<file path="config.mk">
export PLATFORM = sky130hd
export DESIGN_NAME = muldiv_unit
export DESIGN_NICKNAME = d
export VERILOG_FILES = /design/src/rtl/muldiv_pkg.sv /design/src/rtl/muldiv_iter.sv /design/src/rtl/muldiv_unit.sv
export SDC_FILE = /design/constraint.sdc
export NUM_CORES = 1
export LEC_CHECK = 0
export ABC_CLOCK_PERIOD_IN_PS = 4600
export BUFFER_PORTS_ARGS = -buffer_cell sky130_fd_sc_hd__buf_2
export CAP_MARGIN = 10
export CORE_MARGIN = 2
export CORE_UTILIZATION = 61
export DETAILED_ROUTE_END_ITERATION = 12
export PLACE_DENSITY_LB_ADDON = 0.08
export SYNTH_ARGS = -nofsm -noshare
export SYNTH_HDL_FRONTEND = slang
export SYNTH_SLANG_ARGS = --single-unit
export TNS_END_PERCENT = 10
</file>
<file path="constraint.sdc">
create_clock -name clk -period 4.6 [get_ports clk]
set_input_delay 0 -clock clk [delete_from_list [all_inputs] [get_ports clk]]
set_output_delay 0 -clock clk [all_outputs]
set_load 0.05 [all_outputs]
</file>
<file path="src/rtl/muldiv_pkg.sv">
// Shared encodings for the iterative multiply/divide unit.
package muldiv_pkg;

  localparam int MD_WIDTH = 32;
  localparam int CNT_W    = $clog2(MD_WIDTH);

  localparam logic [1:0] OP_MULT  = 2'b00;
  localparam logic [1:0] OP_MULTU = 2'b01;
  localparam logic [1:0] OP_DIV   = 2'b10;
  localparam logic [1:0] OP_DIVU  = 2'b11;

  typedef enum logic [1:0] {
    IDLE  = 2'd0,
    CALC  = 2'd1,
    FIXUP = 2'd2
  } state_t;

endpackage

</file>
<file path="src/rtl/muldiv_iter.sv">
// One iteration of unsigned shift-add multiply or restoring divide on a
// 2*WIDTH accumulator; purely combinational.
module muldiv_iter #(
  parameter int WIDTH = 32
) (
  input  logic               is_div,
  input  logic [2*WIDTH-1:0] acc,
  input  logic [WIDTH-1:0]   a,
  input  logic [WIDTH-1:0]   b,
  output logic [2*WIDTH-1:0] acc_next
);

  logic [WIDTH:0]   sum;
  logic [WIDTH:0]   rem_sh;
  logic [WIDTH-1:0] diff;
  logic             ge;

  always_comb begin
    sum      = '0;
    rem_sh   = '0;
    diff     = '0;
    ge       = 1'b0;
    acc_next = acc;
    if (!is_div) begin
      // Multiplier sits in the low half and is consumed LSB first.
      sum      = {1'b0, acc[2*WIDTH-1:WIDTH]} + (acc[0] ? {1'b0, a} : '0);
      acc_next = {sum, acc[WIDTH-1:1]};
    end else begin
      // Dividend sits in the low half; quotient bits shift in at the bottom.
      rem_sh = acc[2*WIDTH-1:WIDTH-1];
      ge     = (rem_sh >= {1'b0, b});
      diff   = rem_sh[WIDTH-1:0] - b;
      if (ge) begin
        acc_next = {diff, acc[WIDTH-2:0], 1'b1};
      end else begin
        acc_next = {rem_sh[WIDTH-1:0], acc[WIDTH-2:0], 1'b0};
      end
    end
  end

endmodule

</file>
<file path="src/rtl/muldiv_unit.sv">
// Iterative MIPS mult/multu/div/divu unit with architectural HI/LO registers.
// Handshake: start is taken on any edge while busy is low; done pulses one cycle when HI/LO hold the result.
module muldiv_unit import muldiv_pkg::*; #(
  parameter int WIDTH = 32
) (
  input  logic             clk,
  input  logic             reset,
  input  logic             start,
  input  logic [1:0]       op,
  input  logic [WIDTH-1:0] rs_val,
  input  logic [WIDTH-1:0] rt_val,
  input  logic             mthi,
  input  logic             mtlo,
  input  logic [WIDTH-1:0] wdata,
  output logic             busy,
  output logic             done,
  output logic             div_by_zero,
  output logic [WIDTH-1:0] hi,
  output logic [WIDTH-1:0] lo,
  output logic [1:0]       dbg_state
);

  state_t             state_q;
  logic [CNT_W-1:0]   count_q;
  logic               is_div_q;
  logic               neg_q;
  logic               rs_neg_q;
  logic [WIDTH-1:0]   a_q, b_q;
  logic [WIDTH-1:0]   hi_q, lo_q;
  logic [2*WIDTH-1:0] acc_q;
  logic               busy_q, done_q, dbz_q;

  logic [2*WIDTH-1:0] acc_d;
  logic               signed_op, rs_neg, rt_neg;
  logic [WIDTH-1:0]   rs_abs, rt_abs;
  logic [2*WIDTH-1:0] prod_fix;
  logic [WIDTH-1:0]   quot_fix, rem_fix, rs_raw;

  muldiv_iter #(.WIDTH(WIDTH)) u_iter (
    .is_div   (is_div_q),
    .acc      (acc_q),
    .a        (a_q),
    .b        (b_q),
    .acc_next (acc_d)
  );

  always_comb begin
    signed_op = (op == OP_MULT) || (op == OP_DIV);
    rs_neg    = signed_op & rs_val[WIDTH-1];
    rt_neg    = signed_op & rt_val[WIDTH-1];
    rs_abs    = rs_neg ? -rs_val : rs_val;
    rt_abs    = rt_neg ? -rt_val : rt_val;
    prod_fix  = neg_q ? -acc_q : acc_q;
    quot_fix  = neg_q ? -acc_q[WIDTH-1:0] : acc_q[WIDTH-1:0];
    rem_fix   = rs_neg_q ? -acc_q[2*WIDTH-1:WIDTH] : acc_q[2*WIDTH-1:WIDTH];
    // Dividend is rebuilt from its magnitude for the divide-by-zero HI value.
    rs_raw    = rs_neg_q ? -a_q : a_q;
  end

  always_ff @(posedge clk) begin
    if (reset) begin
      state_q  <= IDLE;
      count_q  <= '0;
      is_div_q <= 1'b0;
      neg_q    <= 1'b0;
      rs_neg_q <= 1'b0;
      a_q      <= '0;
      b_q      <= '0;
      acc_q    <= '0;
      hi_q     <= '0;
      lo_q     <= '0;
      busy_q   <= 1'b0;
      done_q   <= 1'b0;
      dbz_q    <= 1'b0;
    end else begin
      done_q <= 1'b0;
      dbz_q  <= 1'b0;
      case (state_q)
        IDLE: begin
          if (start) begin
            state_q  <= CALC;
            busy_q   <= 1'b1;
            count_q  <= '0;
            is_div_q <= op[1];
            neg_q    <= rs_neg ^ rt_neg;
            rs_neg_q <= rs_neg;
            a_q      <= rs_abs;
            b_q      <= rt_abs;
            acc_q    <= {{WIDTH{1'b0}}, (op[1] ? rs_abs : rt_abs)};
          end else begin
            if (mthi) hi_q <= wdata;
            if (mtlo) lo_q <= wdata;
          end
        end
        CALC: begin
          acc_q   <= acc_d;
          count_q <= count_q + 1'b1;
          if (count_q == CNT_W'(WIDTH - 1)) state_q <= FIXUP;
        end
        FIXUP: begin
          state_q <= IDLE;
          busy_q  <= 1'b0;
          done_q  <= 1'b1;
          if (!is_div_q) begin
            hi_q <= prod_fix[2*WIDTH-1:WIDTH];
            lo_q <= prod_fix[WIDTH-1:0];
          end else if (b_q == '0) begin
            hi_q  <= rs_raw;
            lo_q  <= '1;
            dbz_q <= 1'b1;
          end else begin
            hi_q <= rem_fix;
            lo_q <= quot_fix;
          end
        end
        default: begin
          state_q <= IDLE;
          busy_q  <= 1'b0;
        end
      endcase
    end
  end

  assign busy        = busy_q;
  assign done        = done_q;
  assign div_by_zero = dbz_q;
  assign hi          = hi_q;
  assign lo          = lo_q;
  assign dbg_state   = state_q;

endmodule
</file>
* Word-level counts from Yosys, hierarchy flattened
Cells that the tools add are included.
** Operators by class
- Add/subtract/negate cells :: 9
- Multiply operators :: 0
- Div/mod/pow operators :: 0
- Order comparisons :: 1
- Equal/unequal tests :: 9
- Shift-type cells :: 0
- Mux-type cells :: 31
- Bitwise operators :: 6
- Reduce and logical (&&, ||, !) cells :: 13
** Operator list (count)
- $mux W32 :: 15
- $mux W64 :: 4
- $neg A32 Y32 :: 5
- $pmux W32 S2 :: 2
- $pmux W64 S2 :: 1
- $neg A64 Y64 :: 1
- $add A32 B33 Y33 :: 1
- $ge A33 B32 Y1 :: 1
- $logic_not A32 Y1 :: 1
- $sub A32 B32 Y32 :: 1
- $ne A2 B2 Y1 const B :: 5
- $pmux W5 S2 :: 1
- $reduce_and A2 Y1 :: 4
- $reduce_and A3 Y1 :: 2
- $add A5 B1 Y5 const B :: 1
- $eq A5 B5 Y1 const B :: 1
- $mux W5 :: 1
- $eq A2 B2 Y1 const B :: 2
- $logic_not A2 Y1 :: 2
- $mux W2 :: 2
- $pmux W2 S2 :: 1
- $reduce_bool A2 Y1 :: 2
- $mux W1 :: 3
- $not A1 Y1 :: 3
- other kinds (6) :: 7
** Storage, ports and cells
- Flip-flop bits (word level) :: 205
- Bits in latches :: 0
- Memory bits (writable) :: 0
- Memory bits (read-only) :: 0
- Input port bits :: 103
- Output and inout port bits :: 69
- Logic and storage cells :: 82
- Memories :: 0

* Depth between registers and ports, before layout
- Depth after elaboration :: 7
- Depth in mapped cells :: 16
- Gate-level depth less buffers :: 14

* Modules after synthesis
A second synthesis with hierarchy kept.
** Unflattened totals
- Cell total of the unflattened synthesis :: 2286
- Area, all modules :: 17401.7 µm²
** By module, submodules not included
- muldiv_unit :: instances 1, cells each 1629, area an instance 12763.5 µm², sequential area each 4103.9 µm²
- muldiv_iter :: instances 1, cells each 657, area an instance 4638.2 µm², sequential area each 0.0 µm²

* Worst setup path after synthesis
OpenSTA, ideal clock, no wires.
- Path type :: reg2reg
- From :: reg acc_q[0]
- To :: reg acc_q[63]
- Setup time :: 0.059 ns
- Arrival time :: 3.261 ns
- Required time :: 4.541 ns
- Slack :: 1.280 ns
- Stages on the path, launching flop included :: 17
- Path buffers :: 2
- Clock period less this slack :: 3.320 ns
- Cells stage by stage :: dfxtp_1 -> clkbuf_1 -> clkbuf_1 -> inv_1 -> nor2_1 -> ha_1 -> inv_1 -> fa_1 -> nand2b_1 -> a21oi_1 -> o21bai_1 -> a2111oi_0 -> o21a_1 -> o2111ai_1 -> a21bo_2 -> a31oi_1 -> o311a_1
** Between the ends
- Longest elaborated chain between the ends :: 4
** RTL lines
- start, declared :: RTL line muldiv_unit.sv:30 : logic [2*WIDTH-1:0] acc_q;
- start signal, assigned :: RTL line muldiv_unit.sv:89 : acc_q <= {{WIDTH{1'b0}}, (op[1] ? rs_abs : rt_abs)};
- $mux W32 :: RTL line muldiv_iter.sv:26 : sum = {1'b0, acc[2*WIDTH-1:WIDTH]} + (acc[0] ? {1'b0, a} : '0);
- $add A32 B33 Y33 :: RTL line muldiv_iter.sv:26
- $mux W64 :: RTL line muldiv_iter.sv:24 : if (!is_div) begin
- $pmux W64 S2 :: RTL line muldiv_unit.sv:78 : case (state_q)
No other way between the ends.
A chain may end at the register's enable or synchronous reset.

* Worst setup path in the final report
- From :: reg acc_q[49]
- To :: reg acc_q[62]
** Between the ends
- Longest elaborated chain between the ends :: 4
- Elaborated cells on any way between the ends :: 6
** RTL lines
- $sub A32 B32 Y32 or $ge A33 B32 Y1 (tied branches) :: RTL line muldiv_iter.sv:32, muldiv_iter.sv:31
- $mux W64 :: RTL line muldiv_iter.sv:33 : if (ge) begin
- $mux W64 * :: RTL line muldiv_iter.sv:24
- $pmux W64 S2 * :: RTL line muldiv_unit.sv:78
Every way passes the cells marked *; elsewhere a longest branch is shown, timed or not.

==> reports/metrics.yaml <==
clock_tree:
  clock-sinks: 205
  cts_buffers: 22
  cts_setup_buffers: 0
  cts_root_buffer: "clkbuf_16"
  clk_pin_slew_worst_paths_ns: 0.06
  htreeDepth: 1
  ctsResizeCount: 0
  holdBufCountCts: 85
  clock_latency_ns: 0.55
  cts_tree: "built"
  clk_path_buf_depth: 3
yosys:
  syn_nets: 2457
  syn_avg_cell_area_um2: 7.46
  syn_area_um2: 17000
  netlist_instances: 2281
  synth_seq_area_share_pct: 24.1
  synth_cell_types: 79
  synth-seq-cells: 205
  synth_enable_flop_cells: 0
  async_reset_ff_share_pct: 0
  yosys_warnings: 0
  synthFlopType: "dfxtp_1"
final_layout:
  synthToLayoutAreaGrowth_pct: 15.0
  layout_common_cells: "nor2_1 (223), nand2_1 (203), dfxtp_1 (202), a21oi_1 (195), buf_2 (170)"
  final_common_cell: "nor2_1"
  drive_gt1_share_pct: 11.9
  fin_nets: 2596
placed_design:
  port_buffers: 171
  dp_slack_ns: 0.881
  dp_hpwl_mm: 50.0
  gp_congestion: 1.01
detailed_routing:
  first_iter_violations: 2925
  wire_per_inst_um: 25.0
  via_count: 19700
  via_per_inst: 7.01
  drc_errors: 0
  final_antenna_net_count: 0
  drt-total-wl_mm: 70.3
  drt_first_pass_iters: 8
status:
  outcome: "finished clean"
global_route:
  grt_pass1_vias: 18200
  grt_max_degree: 111
  overflow: 0
  grt_antenna_before_repair: 4
  track_usage_pct: 46.6
  grt_pass1_wl_mm: 105
power:
  internal_power_mw: 3.61
  swShare_pct: 37.2
  power_frac_clock_pct: 33.1
  pwr-share-comb_pct: 30.1
  p_sw_mw: 2.14
  p_leak_nw: 7.67
  p_seq_share_pct: 36.7
  ir_worst_vdd_v: 0.000319
  powerDensity_nw_per_um2: 293
hold_path:
  hp-class: "primary input to register"
  hp-start: "rt_val[28]"
sta:
  slew_viol_final: 0
  rsz0062_at_grt: "no"
  finalSetupViolations: 0
  worst_pin_slew_ns: 1.19
  relSlewSlack_pct: 20.5
  fin_ws_ns: 0.843
  finalHoldViolCount: 0
  fmax_mhz: 266
  finalCriticalPeriod_ns: 3.76
  clock_skew_ns: 0.0390
  fin_setup_tns_ns: 0
  post-route-period-util_pct: 81.7
worst_setup_path:
  critPathLaunchType: "register"
  cp_max_fo: 29
  crit_type: "register to register"
  reg2reg_from: "acc_q[49]"
  endpoint_kind: "register"
  crit_required_ns: 5.00
  critPathLaunch: "acc_q[49]"
  critPathArrivalTime_ns: 4.15
die:
  die_x_um: 171
  rows: 61
  die_area_um2: 29200
  initial_utilization_pct: 61.6
  die_h_um: 171
  io_pins: 172
  core_area_um2: 27600
run:
  cap_violations: 0
cells by family (layout without fill, tap and decap cells):
kind of cell / after synthesis / after routing / synth area share [%]
mux: 58 / 58 / 3.69
other cells: 0 / 1 / 0
flops: 205 / 205 / 24.1
buf+inv: 245 / 400 / 5.59
compound gates: 773 / 773 / 30.1
xor+xnor: 207 / 207 / 10.7
simple gates: 720 / 720 / 20.4
fa+ha+maj: 73 / 73 / 5.46
layer usage:
layer	GRT usage, %	vias up	wire length (µm)
li1	-	8686	-
met1	60.5	9167	26300
met2	69.5	1500	29600
met3	11.5	373	9270
met4	28.7	6	5110
met5	0	-	39
area by class of cell:
type,count,area (µm²)
well taps,378,473
inverters,77,289
fillers,2179,8060
clock inverters,13,166
diodes,1,2.50
multi-input cells,1831,12000
repair buffers,283,1920
clock buffers,27,599
flip-flops and latches,205,4110
flip-flops by register name, indices dropped and copies added, names as in the netlist, 2 cells and up:
| name | cells |
|---|---|
| dbg_state | 2 |
| hi | 32 |
| b_q | 32 |
| count_q | 5 |
| lo | 32 |
| acc_q | 64 |
| a_q | 32 |
worst max-delay path: stages (launching register included):
cell and delay [ns]:
dfxtp_1 0.58, ha_1 0.42, a211o_1 0.36, a21oi_1 0.14, o21ai_0 0.10, a221o_1 0.36, a31oi_1 0.52, a21oi_4 0.38
or2_2 0.46, o221ai_1 0.22, o21ai_0 0.10
power by group through the flow:
stage / Combinational [mW] / Sequential [mW] / Clock [mW]
2_1_floorplan: 1.04 / 2.12 / 0
3_3_place_gp: 1.55 / 2.12 / 0
3_5_place_dp: 1.57 / 2.13 / 0
4_1_cts: 1.64 / 2.09 / 1.88
5_1_grt: 1.83 / 2.11 / 1.96
6_report: 1.73 / 2.11 / 1.90
synthesized netlist by cell type (all sizes together), types with 13 or more instances:
cell type	instances	area share [%]
a211oi	89	3.9
a311oi	19	0.98
nor4	27	1.1
buf	24	0.71
o21a	20	0.88
and3	16	0.59
xor2	76	3.9
or2	14	0.51
dfxtp	205	24
ha	71	5.2
nor3	46	1.4
nand3	23	0.68
o21ai	152	4.5
or4	25	1.2
o22ai	13	0.48
mux2i	47	2.8
o41ai	20	1.0
or3	31	1.2
nand2b	18	0.66
clkbuf	144	3.2
o221ai	34	1.8
nor2b	14	0.51
a31oi	23	0.85
xnor2	131	6.7
nor2	226	5.0
nand4	19	0.70
o211ai	39	1.7
a221oi	14	0.72
a22oi	21	0.93
and2	38	1.4
a21o	26	1.1
inv	76	1.7
o31ai	39	1.9
nand2	203	4.5
a21oi	196	5.8
final timing paths:
check	endpoint	slack (ns)	depth (start not counted)
setup reg to reg	acc_q[62]	0.84	10
hold reg to reg	lo[10]	0.45	2
setup / recovery	acc_q[62]	0.84	10
hold / removal	b_q[28]	0.02	4
metrics by stage:
stage / total power [mW] / cell area, µm² / utilization, % / hold slack [ns] / instances
finish: 5.74 / 19600 / 70.8 / 0.0227 / 2815
detailed placement: 3.70 / 18000 / 65.0 / 0.286 / 2689
global placement: 3.67 / 18000 / 65.0 / 0.270 / 2689
global route: 5.91 / 19600 / 70.8 / 0.0228 / 2814
CTS: 5.61 / 19600 / 70.8 / 0.00124 / 2814
floorplan: 3.16 / 17000 / - / 0.136 / 2281
Note: power is estimated with default switching activity, not from simulation.
